==> src/rtl/uart_rx_pkg.sv <==
// uart_rx_pkg: shared FSM states, limits and helpers for the UART receiver.
package uart_rx_pkg;
  typedef enum logic [2:0] {IDLE, START, DATA, PARITY, STOP} state_e;
  localparam int MIN_PRESCALE = 8;
  localparam int DATA_W_MIN = 5;
  localparam int LEN_W = 4;
  function automatic logic [LEN_W-1:0] clamp_len(input logic [LEN_W-1:0] len, input logic [LEN_W-1:0] max_len);
    return len < LEN_W'(DATA_W_MIN) ? LEN_W'(DATA_W_MIN) : len > max_len ? max_len : len;
  endfunction
endpackage

==> src/rtl/uart_rx_bit_timer.sv <==
// uart_rx_bit_timer: per-bit edge counter with 3-sample mid-bit majority vote.
module uart_rx_bit_timer #(
  parameter int PRESCALE_W = 6
) (
  input  logic                  clk,
  input  logic                  rst_n,
  input  logic                  run_i,
  input  logic                  rx_i,
  input  logic [PRESCALE_W-1:0] prescale_i,
  output logic                  sample_o,
  output logic                  bit_o
);
  logic [PRESCALE_W-1:0] cnt_q, cnt_d, half;
  logic s0_q, s1_q;
  assign half = prescale_i >> 1;
  // While idle the counter parks at 1: the start-edge detection cycle is edge 0.
  assign cnt_d = !run_i ? PRESCALE_W'(1) : cnt_q == prescale_i - PRESCALE_W'(1) ? '0 : cnt_q + PRESCALE_W'(1);
  assign sample_o = run_i && cnt_q == half + PRESCALE_W'(1);
  assign bit_o = (s0_q & s1_q) | (s0_q & rx_i) | (s1_q & rx_i);
  always_ff @(posedge clk or negedge rst_n) begin
    if (!rst_n) begin
      cnt_q <= '0;
      s0_q  <= 1'b1;
      s1_q  <= 1'b1;
    end else begin
      cnt_q <= cnt_d;
      if (run_i && cnt_q == half - PRESCALE_W'(1)) s0_q <= rx_i;
      if (run_i && cnt_q == half) s1_q <= rx_i;
    end
  end
endmodule

==> src/rtl/uart_rx_gen2.sv <==
// uart_rx_gen2: configurable UART receiver with parity/framing/overrun flags
// and a valid/ready holding register for the received word.
module uart_rx_gen2
  import uart_rx_pkg::*;
#(
  parameter int DATA_W     = 8,
  parameter int PRESCALE_W = 6
) (
  input  logic                  clk,
  input  logic                  rst_n,
  input  logic                  RX_IN,
  input  logic                  PAR_EN,
  input  logic                  PAR_TYP,
  input  logic                  STOP2,
  input  logic [LEN_W-1:0]      DATA_LEN,
  input  logic [PRESCALE_W-1:0] prescale,
  input  logic                  data_ready,
  output logic [DATA_W-1:0]     P_DATA,
  output logic                  data_valid,
  output logic                  par_err,
  output logic                  stp_err,
  output logic                  ovr_err,
  output logic                  busy
);
  state_e state_q;
  logic rx_s1_q, rx_s2_q, rx_prev_q;
  logic par_en_q, par_typ_q, stop2_q, stop_idx_q, perr_q, serr_q;
  logic [LEN_W-1:0] len_q, bit_idx_q;
  logic [PRESCALE_W-1:0] ps_q;
  logic [DATA_W-1:0] shift_q, data_q;
  logic valid_q, par_err_q, stp_err_q, ovr_q;
  logic sample, rx_bit;

  uart_rx_bit_timer #(.PRESCALE_W(PRESCALE_W)) u_timer (
    .clk       (clk),
    .rst_n     (rst_n),
    .run_i     (state_q != IDLE),
    .rx_i      (rx_s2_q),
    .prescale_i(ps_q),
    .sample_o  (sample),
    .bit_o     (rx_bit)
  );

  always_ff @(posedge clk or negedge rst_n) begin
    if (!rst_n) begin
      state_q    <= IDLE;
      rx_s1_q    <= 1'b1;
      rx_s2_q    <= 1'b1;
      rx_prev_q  <= 1'b1;
      par_en_q   <= 1'b0;
      par_typ_q  <= 1'b0;
      stop2_q    <= 1'b0;
      stop_idx_q <= 1'b0;
      perr_q     <= 1'b0;
      serr_q     <= 1'b0;
      len_q      <= '0;
      bit_idx_q  <= '0;
      ps_q       <= '0;
      shift_q    <= '0;
      data_q     <= '0;
      valid_q    <= 1'b0;
      par_err_q  <= 1'b0;
      stp_err_q  <= 1'b0;
      ovr_q      <= 1'b0;
    end else begin
      rx_s1_q   <= RX_IN;
      rx_s2_q   <= rx_s1_q;
      rx_prev_q <= rx_s2_q;
      ovr_q     <= 1'b0;
      if (valid_q && data_ready) begin
        valid_q   <= 1'b0;
        par_err_q <= 1'b0;
        stp_err_q <= 1'b0;
      end
      case (state_q)
        IDLE: if (rx_prev_q && !rx_s2_q) begin
          state_q    <= START;
          par_en_q   <= PAR_EN;
          par_typ_q  <= PAR_TYP;
          stop2_q    <= STOP2;
          len_q      <= clamp_len(DATA_LEN, LEN_W'(DATA_W));
          ps_q       <= prescale < PRESCALE_W'(MIN_PRESCALE) ? PRESCALE_W'(MIN_PRESCALE) : prescale;
          bit_idx_q  <= '0;
          shift_q    <= '0;
          stop_idx_q <= 1'b0;
          perr_q     <= 1'b0;
          serr_q     <= 1'b0;
        end
        START: if (sample) state_q <= rx_bit ? IDLE : DATA;
        DATA: if (sample) begin
          shift_q   <= {rx_bit, shift_q[DATA_W-1:1]};
          bit_idx_q <= bit_idx_q + LEN_W'(1);
          if (bit_idx_q == len_q - LEN_W'(1)) state_q <= par_en_q ? PARITY : STOP;
        end
        PARITY: if (sample) begin
          perr_q  <= ^shift_q ^ rx_bit ^ par_typ_q;
          state_q <= STOP;
        end
        STOP: if (sample) begin
          if (stop2_q && !stop_idx_q) begin
            stop_idx_q <= 1'b1;
            serr_q     <= !rx_bit;
          end else begin
            state_q <= IDLE;
            // Bits were shifted in from the MSB; realign short words to the LSB.
            if (!valid_q || data_ready) begin
              data_q    <= shift_q >> (LEN_W'(DATA_W) - len_q);
              valid_q   <= 1'b1;
              par_err_q <= perr_q;
              stp_err_q <= serr_q | !rx_bit;
            end else begin
              ovr_q <= 1'b1;
            end
          end
        end
        default: state_q <= IDLE;
      endcase
    end
  end

  assign P_DATA     = data_q;
  assign data_valid = valid_q;
  assign par_err    = par_err_q;
  assign stp_err    = stp_err_q;
  assign ovr_err    = ovr_q;
  assign busy       = state_q != IDLE;
endmodule

==> config.mk <==
export PLATFORM = sky130hd
export DESIGN_NAME = uart_rx_gen2
export DESIGN_NICKNAME = d
export VERILOG_FILES = /design/src/rtl/uart_rx_pkg.sv /design/src/rtl/uart_rx_bit_timer.sv /design/src/rtl/uart_rx_gen2.sv
export SDC_FILE = /design/constraint.sdc
export NUM_CORES = 1
export LEC_CHECK = 0
export ABC_AREA = 1
export CORE_ASPECT_RATIO = 1.1
export CORE_MARGIN = 3
export CORE_UTILIZATION = 52
export DETAILED_ROUTE_END_ITERATION = 12
export PLACE_DENSITY = 0.76
export SLEW_MARGIN = 20
export SYNTH_ARGS = -nofsm -noshare
export SYNTH_HDL_FRONTEND = slang
export SYNTH_SLANG_ARGS = --single-unit
==> constraint.sdc <==
create_clock -name clk -period 2 [get_ports clk]
set_clock_uncertainty 0.15 [all_clocks]
set_input_delay 0.4 -clock clk [delete_from_list [all_inputs] [get_ports clk]]
set_output_delay 0.4 -clock clk [all_outputs]
set_load 0.05 [all_outputs]
==> reports/metrics.cfg <==
[run_status]
status = finished with violations
violations = setup timing

[cts]
cts_tree = built
cts_root_buf = clkbuf_8
cts_buffer_depth = 2
path_clk_slew_ps = 110
h-tree-depth = 2
cts_sinks = 54
clkLatencyLatePin_ps = 320
numCtsBuffers = 5

[sta]
finalSetupViolCount = 1
rsz0062_at_grt = yes
period_needed_ps = 2000
tightestPinTransition_ps = 344
hold_slack_ps = 213
hold_violations = 0
max_freq_ghz = 0.500
finalWorstSetupSlack_ps = -0.300
slew-limit-headroom_pct = 77.0
period_share_pct = 100
drv_slew = 0

[global_route]
antenna_found_initial = 0
grt_pass1_vias = 2985
overflow = 0
grt_first_pass_wirelength_um = 12800
grtUsageTotal_pct = 21.5
grt_start_max_net_pins = 43

[drt]
first_pass_iters = 4
postRouteAntennaNets = 0
wl_um = 7700
wl_per_cell_um = 13.4
vias_per_cell = 5.29
route.detailed.drc = 0
drt_iter0_markers = 132
via_count = 3033

[worst_setup_path]
critPathLaunchType = flip-flop
critPathArrivalTime_ps = 2070
worst_ep_required_time_ps = 2070
worstSetupEndpointType = flip-flop
path_class = reg2reg
critPathMaxFanout = 7

[floorplan]
ios = 30
fp.dieW_um = 82.7
die_h_um = 90.3
rows = 30
dieArea_mm2 = 0.00746
core-area_mm2 = 0.00623
initial_core_util_pct = 53.9

[finish]
fin_cells = 573
final_layout_size_suffix_gt1_share_pct = 27.8
syn_to_final_growth_pct = 27.0
layout_commonest_cell = nand2_1
nNetsFinal = 517
utilization_pct = 68.5
final_cell_mix = 106 x nand2_1, 48 x dfrtp_1, 42 x inv_1
n_antenna_cell = 0

[job]
maxCapViolations = 0

[yosys]
syn_area_per_cell_um2 = 7.82
synth.area.top_cells = dfrtp_1 36%, nand2_1 13%, o21ai_0 6.0%
syn_area_mm2 = 0.00336
syn_nets = 455
yosysTopAreaCell = dfrtp_1
synthCells = 430
yosysUniqueCellTypes = 38
yosysTopAreaCellShare_pct = 36.5
yosys_register_bits = 54
yosys_warnings = 0
yosysSeqAreaShare_pct = 40.4

[hold_path]
hold_path_class = reg2reg

[pwr]
internal_power_mw = 3.30
p_clk_share_pct = 12.2
leakage_nw = 2.01
seqPwrFrac_pct = 26.7
power_switching_mw = 2.83
power_density_mw_per_mm2 = 1440
peakVddDrop_uv = 1160
swShare_pct = 46.2
p_comb_share_pct = 61.1

[placed_design]
hpwlAfterDp_um = 5800
pre_cts_ws_ps = 2.31
place.gp.congestion = 0.870
placed_cells = 557
portBuffers = 29

[synthesized netlist by cell type, drive strengths merged]
cell type	instances
buf	4
nor3	8
xnor2	15
nand3	38
clkbuf	4
nor2	29
xor2	14
o21ai	48
mux2i	2
nor4	1
nand2	129
o21a	1
ha	8
dfrtp	49
o21bai	2
nand4	6
or2	2
dfstp	5
nand3b	2
o22ai	1
inv	51
a21oi	11
[final timing paths]
| path | startpoint | endpoint | slack, ps | cells past startpoint |
|---|---|---|---|---|
| max reg2reg | ps_q[2] | P_DATA[1] | -0.3 | 9 |
| max in group asynchronous | rst_n | rx_s2_q | 780 | 3 |
| min | rx_s1_q | rx_s2_q | 210 | 0 |
| max | ps_q[2] | P_DATA[1] | -0.3 | 9 |
| min reg2reg | rx_s1_q | rx_s2_q | 210 | 0 |
| min in group asynchronous | rst_n | P_DATA[5] | 340 | 2 |
[state kept, by name, summed over array words and instances, names as in the netlist, 3 cells and up]
register and count:
P_DATA 8, u_timer.cnt_q 6, len_q 4, shift_q 8, bit_idx_q 4, state_q 3, ps_q 6
[routing by layer]
layer  GRT usage, %  wire length, µm  up-vias
li1               -                -     1509
met1           23.9             2940     1433
met2           39.3             4180       66
met3           3.39              315       25
met4           8.31              263        0
met5              0                0        -
[cell type report]
type,instances,area (µm²)
tap,80,100
inverter,51,191
clock buffer,6,72.6
fill,532,1960
sequential,54,1360
clock inverter,2,37.5
timing repair buffer,61,543
multi-input combinational,319,1960
[power groups by stage]
stage / sequential [mW] / combinational [mW] / clock, mW
6_report: 1.64 / 3.75 / 0.747
3_5_place_dp: 1.64 / 3.42 / 0
3_3_place_gp: 1.63 / 3.31 / 0
4_1_cts: 1.63 / 3.49 / 0.758
2_1_floorplan: 1.65 / 2.40 / 0
5_1_grt: 1.68 / 4.12 / 0.794
[worst max-delay path, cell delays in order, from the launching register on]
cell      delay, ps
dfrtp_1         430
ha_2            230
buf_4           120
nand3b_1        160
nand4_2         140
nor2_4          210
buf_4           150
nand4_4         140
nand2_1         120
o21ai_2          50
[cell families (layout without fill, tap and decap cells)]
family | Yosys count | count (layout) | share of synthesized area, %
adders and majority gates | 8 | 8 | 2.98
DFF | 54 | 54 | 40.4
buffers and inverters | 59 | 120 | 6.96
AOI/OAI and AO/OA | 63 | 63 | 10.8
and+or+nand+nor | 215 | 217 | 30.8
muxes | 2 | 2 | 0.596
xor gates and xnor gates | 29 | 29 | 7.56
[through the flow]
stage                     total power [mW]  TNS (ps)  instance area [µm²]
after floorplan                       4.05    -0.560                 3410
after global placement                4.95         0                 3940
after detailed placement              5.06         0                 3940
after CTS                             5.88         0                 4100
after global routing                  6.59     -1780                 4270
final                                 6.13    -0.300                 4270
[repair_timing]
item / CTS / global route
hold buffers: 1 / 0
endpoints found under the setup margin: 2 / 35
gates cloned: 1 / 1
pin swaps: 9 / 14
setup buffers: 2 / 3
hold endpoints to repair: 12 / 0
gates resized for setup: 7 / 39
No activity file was read; power rests on OpenSTA's default activity.
